## src/rtl/ctrl_pkg.sv

```systemverilog
// Shared opcode, state and ALU-operation codes for the Mini SRC control sequencer.
package ctrl_pkg;

  localparam int OPCODE_W = 5;

  localparam logic [OPCODE_W-1:0] OP_LD   = 5'b00000;
  localparam logic [OPCODE_W-1:0] OP_LDI  = 5'b00001;
  localparam logic [OPCODE_W-1:0] OP_ST   = 5'b00010;
  localparam logic [OPCODE_W-1:0] OP_ADD  = 5'b00011;
  localparam logic [OPCODE_W-1:0] OP_SUB  = 5'b00100;
  localparam logic [OPCODE_W-1:0] OP_AND  = 5'b00101;
  localparam logic [OPCODE_W-1:0] OP_OR   = 5'b00110;
  localparam logic [OPCODE_W-1:0] OP_ROR  = 5'b00111;
  localparam logic [OPCODE_W-1:0] OP_ROL  = 5'b01000;
  localparam logic [OPCODE_W-1:0] OP_SHR  = 5'b01001;
  localparam logic [OPCODE_W-1:0] OP_SHRA = 5'b01010;
  localparam logic [OPCODE_W-1:0] OP_SHL  = 5'b01011;
  localparam logic [OPCODE_W-1:0] OP_ADDI = 5'b01100;
  localparam logic [OPCODE_W-1:0] OP_ANDI = 5'b01101;
  localparam logic [OPCODE_W-1:0] OP_ORI  = 5'b01110;
  localparam logic [OPCODE_W-1:0] OP_NOP  = 5'b11010;
  localparam logic [OPCODE_W-1:0] OP_HALT = 5'b11011;

  // Sequencer states; the encoding doubles as the debug step code.
  typedef enum logic [3:0] {
    S_IDLE = 4'd0,
    S_T0   = 4'd1,
    S_T1   = 4'd2,
    S_T2   = 4'd3,
    S_T3   = 4'd4,
    S_T4   = 4'd5,
    S_T5   = 4'd6,
    S_T6   = 4'd7,
    S_T7   = 4'd8,
    S_HALT = 4'd9
  } state_e;

  typedef enum logic [3:0] {
    ALU_ADD  = 4'd0,
    ALU_SUB  = 4'd1,
    ALU_AND  = 4'd2,
    ALU_OR   = 4'd3,
    ALU_ROR  = 4'd4,
    ALU_ROL  = 4'd5,
    ALU_SHR  = 4'd6,
    ALU_SHRA = 4'd7,
    ALU_SHL  = 4'd8
  } alu_e;

  // Instruction classes; each class shares one execute-phase microsequence.
  typedef enum logic [2:0] {
    C_RTYPE = 3'd0,
    C_IMM   = 3'd1,
    C_LDI   = 3'd2,
    C_LD    = 3'd3,
    C_ST    = 3'd4,
    C_NOP   = 3'd5,
    C_HALT  = 3'd6,
    C_ILL   = 3'd7
  } cls_e;

endpackage

```

## src/rtl/ctrl_op_decode.sv

```systemverilog
// Opcode decoder: maps IR[31:27] to an instruction class and the ALU
// operation used in T4. Classes without an ALU step report ADD.
module ctrl_op_decode
  import ctrl_pkg::*;
#(
  parameter int OPW = 5
) (
  input  logic [OPW-1:0] opcode,
  output cls_e           cls,
  output alu_e           alu
);

  // Class and ALU operation lookup; anything unlisted is illegal.
  always_comb begin
    cls = C_ILL;
    alu = ALU_ADD;
    case (opcode)
      OP_LD:   cls = C_LD;
      OP_LDI:  cls = C_LDI;
      OP_ST:   cls = C_ST;
      OP_ADD:  begin cls = C_RTYPE; alu = ALU_ADD;  end
      OP_SUB:  begin cls = C_RTYPE; alu = ALU_SUB;  end
      OP_AND:  begin cls = C_RTYPE; alu = ALU_AND;  end
      OP_OR:   begin cls = C_RTYPE; alu = ALU_OR;   end
      OP_ROR:  begin cls = C_RTYPE; alu = ALU_ROR;  end
      OP_ROL:  begin cls = C_RTYPE; alu = ALU_ROL;  end
      OP_SHR:  begin cls = C_RTYPE; alu = ALU_SHR;  end
      OP_SHRA: begin cls = C_RTYPE; alu = ALU_SHRA; end
      OP_SHL:  begin cls = C_RTYPE; alu = ALU_SHL;  end
      OP_ADDI: begin cls = C_IMM;   alu = ALU_ADD;  end
      OP_ANDI: begin cls = C_IMM;   alu = ALU_AND;  end
      OP_ORI:  begin cls = C_IMM;   alu = ALU_OR;   end
      OP_NOP:  cls = C_NOP;
      OP_HALT: cls = C_HALT;
      default: cls = C_ILL;
    endcase
  end

endmodule

```

## src/rtl/ctrl_seq.sv

```systemverilog
// Hardwired control sequencer for the Mini SRC datapath.
//
// state | meaning
// IDLE  | after reset, one cycle before the first fetch
// T0    | PC -> MAR, PC+1 -> Z
// T1    | Z -> PC, memory read into MDR; waits for mem_ready
// T2    | MDR -> IR
// T3    | first execute step; nop/illegal return to T0, halt -> HALT
// T4    | ALU operation into Z
// T5    | Z -> register (ALU/ldi) or Z -> MAR (ld/st)
// T6    | ld: memory read (waits); st: register -> MDR
// T7    | ld: MDR -> register; st: memory write (waits)
// HALT  | stopped, all strobes low, left only by reset
module ctrl_seq
  import ctrl_pkg::*;
#(
  parameter int OPW  = 5,
  parameter int ALUW = 4,
  parameter int TMO  = 15
) (
  input  logic            clk,
  input  logic            reset_n,
  input  logic [31:0]     ir,
  input  logic            mem_ready,
  output logic            gra,
  output logic            grb,
  output logic            grc,
  output logic            rin,
  output logic            rout,
  output logic            baout,
  output logic            cout,
  output logic            pcout,
  output logic            pcin,
  output logic            incpc,
  output logic            marin,
  output logic            mdrin,
  output logic            mdrout,
  output logic            read,
  output logic            write,
  output logic            irin,
  output logic            yin,
  output logic            zin,
  output logic            zlowout,
  output logic [ALUW-1:0] alu_op,
  output logic            run,
  output logic            illegal,
  output logic            mem_tmo,
  output logic [3:0]      step
);

  localparam int CW = $clog2(TMO + 2);

  state_e         state, state_n;
  cls_e           cls;
  alu_e           dec_alu, alu_sel;
  logic [OPW-1:0] opcode;
  logic           mem_wait;
  logic           waiting;
  logic [CW-1:0]  wait_cnt;
  logic           unused_ir;

  assign opcode    = ir[31 -: OPW];
  assign unused_ir = ^ir[31-OPW:0];

  ctrl_op_decode #(.OPW(OPW)) u_dec (
    .opcode (opcode),
    .cls    (cls),
    .alu    (dec_alu)
  );

  // State register.
  always_ff @(posedge clk or negedge reset_n) begin
    if (!reset_n) state <= S_IDLE;
    else          state <= state_n;
  end

  // Next state and strobe decode; everything defaults low.
  always_comb begin
    state_n = state;
    gra = 1'b0; grb = 1'b0; grc = 1'b0; rin = 1'b0; rout = 1'b0; baout = 1'b0;
    cout = 1'b0; pcout = 1'b0; pcin = 1'b0; incpc = 1'b0; marin = 1'b0;
    mdrin = 1'b0; mdrout = 1'b0; read = 1'b0; write = 1'b0; irin = 1'b0;
    yin = 1'b0; zin = 1'b0; zlowout = 1'b0; illegal = 1'b0;
    alu_sel = ALU_ADD;
    case (state)
      S_IDLE: state_n = S_T0;
      S_T0: begin
        pcout = 1'b1; marin = 1'b1; incpc = 1'b1; zin = 1'b1;
        state_n = S_T1;
      end
      S_T1: begin
        zlowout = 1'b1; read = 1'b1; mdrin = 1'b1;
        // PC loads only on the completing cycle so a long wait loads it once
        if (mem_ready) begin
          pcin    = 1'b1;
          state_n = S_T2;
        end
      end
      S_T2: begin
        mdrout = 1'b1; irin = 1'b1;
        state_n = S_T3;
      end
      S_T3: begin
        case (cls)
          C_RTYPE, C_IMM: begin
            grb = 1'b1; rout = 1'b1; yin = 1'b1; state_n = S_T4;
          end
          C_LDI, C_LD, C_ST: begin
            grb = 1'b1; baout = 1'b1; yin = 1'b1; state_n = S_T4;
          end
          C_HALT:  state_n = S_HALT;
          C_ILL: begin
            illegal = 1'b1; state_n = S_T0;
          end
          default: state_n = S_T0;
        endcase
      end
      S_T4: begin
        state_n = S_T0;
        case (cls)
          C_RTYPE: begin
            grc = 1'b1; rout = 1'b1; zin = 1'b1; alu_sel = dec_alu; state_n = S_T5;
          end
          C_IMM, C_LDI, C_LD, C_ST: begin
            cout = 1'b1; zin = 1'b1; alu_sel = dec_alu; state_n = S_T5;
          end
          default: state_n = S_T0;
        endcase
      end
      S_T5: begin
        state_n = S_T0;
        case (cls)
          C_RTYPE, C_IMM, C_LDI: begin
            zlowout = 1'b1; gra = 1'b1; rin = 1'b1;
          end
          C_LD, C_ST: begin
            zlowout = 1'b1; marin = 1'b1; state_n = S_T6;
          end
          default: state_n = S_T0;
        endcase
      end
      S_T6: begin
        state_n = S_T0;
        case (cls)
          C_LD: begin
            read = 1'b1; mdrin = 1'b1;
            state_n = mem_ready ? S_T7 : S_T6;
          end
          C_ST: begin
            gra = 1'b1; rout = 1'b1; mdrin = 1'b1; state_n = S_T7;
          end
          default: state_n = S_T0;
        endcase
      end
      S_T7: begin
        state_n = S_T0;
        case (cls)
          C_LD: begin
            mdrout = 1'b1; gra = 1'b1; rin = 1'b1;
          end
          C_ST: begin
            write = 1'b1;
            state_n = mem_ready ? S_T0 : S_T7;
          end
          default: state_n = S_T0;
        endcase
      end
      S_HALT:  state_n = S_HALT;
      default: state_n = S_IDLE;
    endcase
  end

  assign alu_op = ALUW'(alu_sel);
  assign run    = (state >= S_T0) && (state <= S_T7);
  assign step   = state;

  assign mem_wait = (state == S_T1) ||
                    ((state == S_T6) && (cls == C_LD)) ||
                    ((state == S_T7) && (cls == C_ST));
  assign waiting  = mem_wait && !mem_ready;

  // Memory-wait counter: counts consecutive stalled cycles, saturates at TMO
  // and sets the sticky timeout flag on the cycle that reaches TMO.
  always_ff @(posedge clk or negedge reset_n) begin
    if (!reset_n) begin
      wait_cnt <= '0;
      mem_tmo  <= 1'b0;
    end else if (waiting) begin
      if ((TMO != 0) && (wait_cnt != CW'(TMO))) begin
        wait_cnt <= wait_cnt + CW'(1);
        if (wait_cnt == CW'(TMO - 1)) mem_tmo <= 1'b1;
      end
    end else begin
      wait_cnt <= '0;
    end
  end

endmodule

```

## config.mk

```make
export PLATFORM = sky130hd
export DESIGN_NAME = ctrl_seq
export DESIGN_NICKNAME = d
export VERILOG_FILES = /design/src/rtl/ctrl_pkg.sv /design/src/rtl/ctrl_op_decode.sv /design/src/rtl/ctrl_seq.sv
export SDC_FILE = /design/constraint.sdc
export NUM_CORES = 1
export LEC_CHECK = 0
export ABC_AREA = 1
export ABC_CLOCK_PERIOD_IN_PS = 2400
export CAP_MARGIN = 10
export CORE_ASPECT_RATIO = 1.75
export CORE_MARGIN = 3
export CORE_UTILIZATION = 40
export DETAILED_ROUTE_END_ITERATION = 10
export GPL_TIMING_DRIVEN = 0
export PLACE_DENSITY = 0.87
export SETUP_SLACK_MARGIN = 0.02
export SYNTH_ARGS = -nofsm -noshare
export SYNTH_HDL_FRONTEND = slang
export SYNTH_SLANG_ARGS = --single-unit
```

## constraint.sdc

```tcl
create_clock -name clk -period 2.4 [get_ports clk]
set_input_delay 0.36 -clock clk [delete_from_list [all_inputs] [get_ports clk]]
set_output_delay 0.36 -clock clk [all_outputs]
set_load 0.05 [all_outputs]
```

==> impl_metrics.py, run 1 <==
metrics = {
    "outcome": {
        "outcome": "finished, final reports clean",
    },
    "die": {
        "start_util": 0.427,
        "coreArea_um2": 2520,
        "rows": 24,
        "die_area_um2": 3370,
        "die_x_um": 45.2,
        "die_h_um": 74.6,
        "ios": 65,
    },
    "critical_path": {
        "cp_max_fo": 4,
        "crit_chain": "inv_1, nand2_1, nor2_1, nand2_1, inv_1, buf_4, clkdlybuf4s15_2",
        "slowest_delay_ns": 0.41,
        "start_kind": "register",
        "cp.arrival_ns": 1.91,
        "required_ns": 2.04,
        "cp.buffers_inverters": 4,
        "cp-end-kind": "output pin",
        "cp_top_family": "buffers and inverters",
        "r2r_slack_ns": 0.81,
        "worstSetupPathType": "register to output pin",
        "crit_slowest_cell": "dfrtp_1",
    },
    "synth": {
        "ys.warnings.count": 0,
        "postSynthAreaPerCell_um2": 6.37,
        "syn_inst": 169,
        "syn-cell-area_um2": 1080,
        "synth_cell_type_count": 34,
        "ys_ff_latch": 10,
        "yosys.area.top_type": "dfrtp_1",
        "synth_seq_area_share": 0.233,
        "yosysTopAreaCellShare": 0.233,
        "syn_nets": 207,
        "synthTopCellsByArea": "dfrtp_1 23%, nand2_1 12%, inv_1 10%, nor2_1 9.8%, nand3_1 4.7%",
    },
    "pwr": {
        "seqPwrFrac": 0.160,
        "power.density_nw_per_um2": 956,
        "p_leak_nw": 0.821,
        "netSwitchingFraction": 0.578,
        "ir_worst_vdd_mv": 0.514,
        "netSwitchingPower_w": 0.000856,
        "intPower_w": 0.000625,
        "power_w": 0.00148,
        "clkPwrFrac": 0.141,
        "pwr-share-comb": 0.699,
    },
    "global_routing": {
        "grt_pass1_vias": 1212,
        "grt_usage": 0.195,
        "antenna_found_initial": 0,
        "grt_max_degree": 11,
        "grt-ovfl-total": 0,
        "grt_first_pass_wirelength_um": 5000,
    },
    "cts": {
        "cts.sinks": 10,
        "cts_root_buf": "clkbuf_8",
        "clk_pin_slew_ns": 0.05,
        "cts_hold_buffers": 0,
        "numCtsBuffers": 3,
        "cts_tree": "done",
        "clockBufferDepth": 2,
        "cts_max_level": 1,
        "clock_latency_ns": 0.24,
    },
    "final_layout": {
        "area_delta_synth_final_pct": 44.0,
        "antennaDiodeCount": 0,
        "postLayoutCellArea_um2": 1550,
        "final_nets": 249,
        "fin_cells": 236,
        "drive_above_1_share": 0.276,
    },
    "timing": {
        "setup_viol": 0,
        "setup_ws_ns": 0.128,
        "tightest_slew_ns": 0.513,
        "timing.final.crit_share": 0.947,
        "fmax_mhz": 440,
        "grt_setup_unrepaired": "false",
        "final_max_slew_viol_count": 0,
        "finalHoldViolCount": 0,
        "slew_headroom": 0.658,
        "fin_crit_ns": 2.27,
        "finClkSkew_ns": 0.00316,
    },
    "route": {
        "antenna_left": 0,
        "wl_um": 3040,
        "via_per_inst": 5.47,
        "routedWlPerCell_um": 12.9,
        "post-route-drc-count": 0,
        "first_pass_iters": 4,
        "drt_iter0_drc": 44,
        "vias": 1291,
    },
    "placed_design": {
        "io_buffers": 37,
        "dp_hpwl_um": 2520,
        "place.gp.congestion": 0.923,
        "place_inst": 232,
        "pre_cts_ws_ns": -0.605,
        "dpl_cell_area_um2": 1490,
    },
    "hold_path": {
        "hp-class": "input pin to asynchronous set/reset pin",
    },
    "run": {
        "cap_violations": 0,
    },
}
path summary, 6_finish.rpt:
path | start | cells past startpoint | to
max reg2reg | wait_cnt[1] | 8 | wait_cnt[2]
max | step[3] | 7 | yin
min in group clk | mem_tmo | 1 | mem_tmo
min | reset_n | 1 | wait_cnt[4]
min reg2reg | mem_tmo | 1 | mem_tmo
max in group asynchronous | reset_n | 1 | step[2]
metrics by stage:
stage | utilization | hold WS [ns] | TNS [ns]
floorplan | - | 0.0644 | -0.0760
global placement | 0.591 | 0.456 | -8.81
detailed placement | 0.591 | 0.456 | -8.95
CTS | 0.611 | 0.458 | -0.283
global route | 0.614 | 0.490 | 0
finish | 0.614 | 0.435 | 0
flip-flops by register name, indices dropped and copies added (netlist names):
signal    count
step          4
wait_cnt      5
mem_tmo       1
Yosys cell counts (all sizes together):
master  count
ha          3
nand4       5
nand2      38
nor3        6
o21bai      2
nand3      12
dfrtp      10
a21oi       3
o211ai      3
o31ai       1
a31oi       2
a22oi       1
a41o        1
a41oi       1
nor2       34
or2         1
buf         3
o21ai       8
inv        33
nand3b      1
xor2        1
what timing repair did:
item / CTS / global route
endpoints found under the setup margin: 23 / 21
gates resized for setup: 78 / 17
hold endpoints to repair: 0 / 0
setup buffers: 0 / 0
cell usage in the layout (no fill, tap or decap), drive strengths merged, types with 2 or more instances in the layout:
cell type      Yosys  layout
a21oi              3       3
a31oi              2       2
dlymetal6s2s       0       3
nor3               6       6
clkbuf             0       7
inv               33      33
nand2             38      38
buf                3       9
ha                 3       3
o211ai             3       3
nand3             12      12
o21bai             2       2
o21ai              8       8
dfrtp             10      10
dlygate4sd2        0       8
nor2              34      34
nand4              5       5
clkdlybuf4s50      0       7
clkdlybuf4s15      0      10
power by group through the flow:
stage                     clock network [W]  registers [W]  logic, W
after CTS                          0.000212       0.000235   0.00104
after detailed placement                  0       0.000238   0.00108
after global placement                    0       0.000235   0.00107
after global routing               0.000216       0.000243   0.00110
after floorplan                           0       0.000312  0.000659
final                              0.000208       0.000238   0.00104
logic make-up (layout without fill, tap and decap cells):
| family | Yosys count | count (layout) | share of synthesized area |
|---|---|---|---|
| buffers and inverters | 36 | 77 | 0.140 |
| AOI/OAI and AO/OA | 22 | 22 | 0.151 |
| xor gates and xnor gates | 1 | 1 | 0.00814 |
| DFF | 10 | 10 | 0.233 |
| and+or+nand+nor | 97 | 97 | 0.434 |
| adders and majority gates | 3 | 3 | 0.0349 |
area by class of cell:
type / count / area, µm²
Timing Repair Buffer: 37 / 348
Buffer: 3 / 26.3
Sequential cell: 10 / 250
Tap cell: 26 / 32.5
Multi-Input combinational cell: 123 / 713
Inverter: 33 / 124
Fill cell: 236 / 973
Clock buffer: 4 / 55.1
metal layers:
metal  GRT usage  part of all wire
met3      0.0239             0.050
met5           0                 0
met1       0.181              0.34
met4       0.107             0.043
met2       0.385              0.56
Power figures use the tool's default switching activity.
==> run 2, diff against run 1 <==
- CORE_MARGIN: 3 -> 1.5
==> run 2 against run 1 <==
Via count shrank 2.2%. Sequential cell count is the same. Largest power group unchanged. Worst hold slack improved by 0.0070 ns. Critical endpoint is now marin. Count of clock-buffer cells in the layout did not move. Power is 2.6% lower. Combinational power down 4%. Non-clock buffer count stayed put. Cell count did not move.
==> impl_metrics.py, run 2 (synthesized netlist as in run 1, its figures left out) <==
metrics = {
    "outcome": {
        "outcome": "finished, final reports clean",
    },
    "die": {
        "coreArea_um2": 2520,
        "start_util": 0.427,
        "die_h_um": 71.6,
        "die_x_um": 42.2,
        "rows": 24,
        "ios": 65,
        "die_area_um2": 3020,
    },
    "critical_path": {
        "crit_slowest_cell": "dfrtp_1",
        "rr_endpoint": "step[2]",
        "crit_top_cell": "nand2_1",
        "crit_chain": "inv_1, nand2_1, nor3_1, o21ai_1, nand2_1, clkdlybuf4s15_2",
        "cp.arrival_ns": 1.92,
        "cp-end-kind": "output pin",
        "cp.depth": 6,
        "critPathLaunch": "step[3]",
        "rr_worst_depth": 7,
        "slowest_delay_ns": 0.41,
        "cp.buffers_inverters": 2,
        "start_kind": "register",
        "cp_top_family": "simple AND/OR/NAND/NOR gates",
        "r2r_start": "step[3]",
        "cp_max_fo": 4,
        "crit_end": "marin",
        "worstSetupPathType": "register to output pin",
        "required_ns": 2.04,
        "r2r_slack_ns": 0.80,
    },
    "final_layout": {
        "largest_register_ffs": 5,
        "final_common_cell": "nand2_1",
        "fill_cells": 250,
        "postLayoutCellArea_um2": 1490,
        "top_register": "wait_cnt",
        "antennaDiodeCount": 0,
        "final_cell_mix": "34 x nand2_1, 29 x inv_1, 24 x nor2_1",
        "fin_cells": 236,
        "final_nets": 249,
        "area_delta_synth_final_pct": 38.0,
        "drive_above_1_share": 0.252,
    },
    "hold_path": {
        "hp-class": "input pin to asynchronous set/reset pin",
    },
    "timing": {
        "setup_viol": 0,
        "tightest_slew_ns": 0.503,
        "slew_headroom": 0.664,
        "timing.final.crit_share": 0.950,
        "fin_crit_ns": 2.28,
        "fin_tns_setup_ns": 0,
        "grt_setup_unrepaired": "false",
        "fmax_mhz": 439,
        "finClkSkew_ns": 0.00254,
        "finalHoldViolCount": 0,
        "final_max_slew_viol_count": 0,
    },
    "global_routing": {
        "use_met3": 0.0353,
        "met1_usage": 0.198,
        "grt-ovfl-total": 0,
        "grt_pass1_vias": 1257,
        "grt_first_pass_wirelength_um": 5100,
        "grt_usage": 0.216,
        "use_met2": 0.424,
        "antenna_found_initial": 0,
        "top_usage_layer": "met2",
        "grt_max_degree": 11,
    },
    "route": {
        "routedWlPerCell_um": 12.3,
        "vias": 1262,
        "post-route-drc-count": 0,
        "antenna_left": 0,
        "first_pass_iters": 4,
        "via_per_inst": 5.35,
        "drt_iter0_drc": 31,
        "wl_um": 2900,
    },
    "cts": {
        "cts.sinks": 10,
        "clock_latency_ns": 0.24,
        "cts_resized": 54,
        "cts_setup_buffers": 0,
        "cts_root_buf": "clkbuf_8",
        "clk_pin_slew_ns": 0.05,
        "clockBufferDepth": 2,
        "numCtsBuffers": 3,
        "cts_max_level": 1,
        "cts_hold_buffers": 0,
        "cts_tree": "done",
    },
    "pwr": {
        "ir_worst_vdd_mv": 0.469,
        "p_leak_nw": 0.809,
        "power.density_nw_per_um2": 971,
    },
    "run": {
        "cap_violations": 0,
    },
    "placed_design": {
        "place.gp.congestion": 0.910,
        "dp_hpwl_um": 2450,
        "dpl_cell_area_um2": 1490,
        "io_buffers": 37,
        "place_inst": 232,
    },
}
[run 2: through the flow]
step           hold slack (ns)  total power, W  utilization  setup slack, ns
2_1_floorplan           0.0644        0.000971            -          -0.0760
3_3_place_gp             0.456         0.00130        0.591           -0.598
3_5_place_dp             0.456         0.00130        0.591           -0.600
4_1_cts                  0.452         0.00146        0.609           0.0294
5_1_grt                  0.482         0.00152        0.589           0.0235
6_report                 0.442         0.00144        0.589            0.121
[run 2: area by class of cell]
| cell class | count | area (µm²) | share of cell area |
|---|---|---|---|
| inverters | 33 | 124 | 0.0834 |
| multi-input cells | 123 | 696 | 0.468 |
| clock buffers | 4 | 55.1 | 0.0371 |
| repair buffers | 37 | 302 | 0.203 |
| well taps | 26 | 32.5 | 0.0219 |
| plain buffers | 3 | 26.3 | 0.0177 |
| flip-flops and latches | 10 | 250 | 0.168 |
[run 2: where the power goes]
part	switching (W)	internal (W)
Combinational	0.000740	0.000257
Clock	0.0000665	0.000144
Sequential	0.0000369	0.000199
[run 2: worst reg2reg max path: cells and delay by family (launching register included)]
family / cells / cell delay, ns
flip-flops: 1 / 0.41
buffers and inverters: 2 / 0.20
AO/OA/AOI/OAI: 2 / 0.31
AND/OR/NAND/NOR: 3 / 0.60
[run 2: how the worst min path moves through the flow]
stage	to	cells past startpoint
after global placement	mem_tmo	1
after CTS	wait_cnt[4]	1
after floorplan	mem_tmo	0
after detailed placement	mem_tmo	1
after global routing	wait_cnt[4]	1
final	step[3]	1
[run 2: routing by layer]
metal  wire, µm  part of all wire
met5          0                 0
met2       1670              0.58
met3        140             0.048
met1        997              0.34
met4         95             0.033
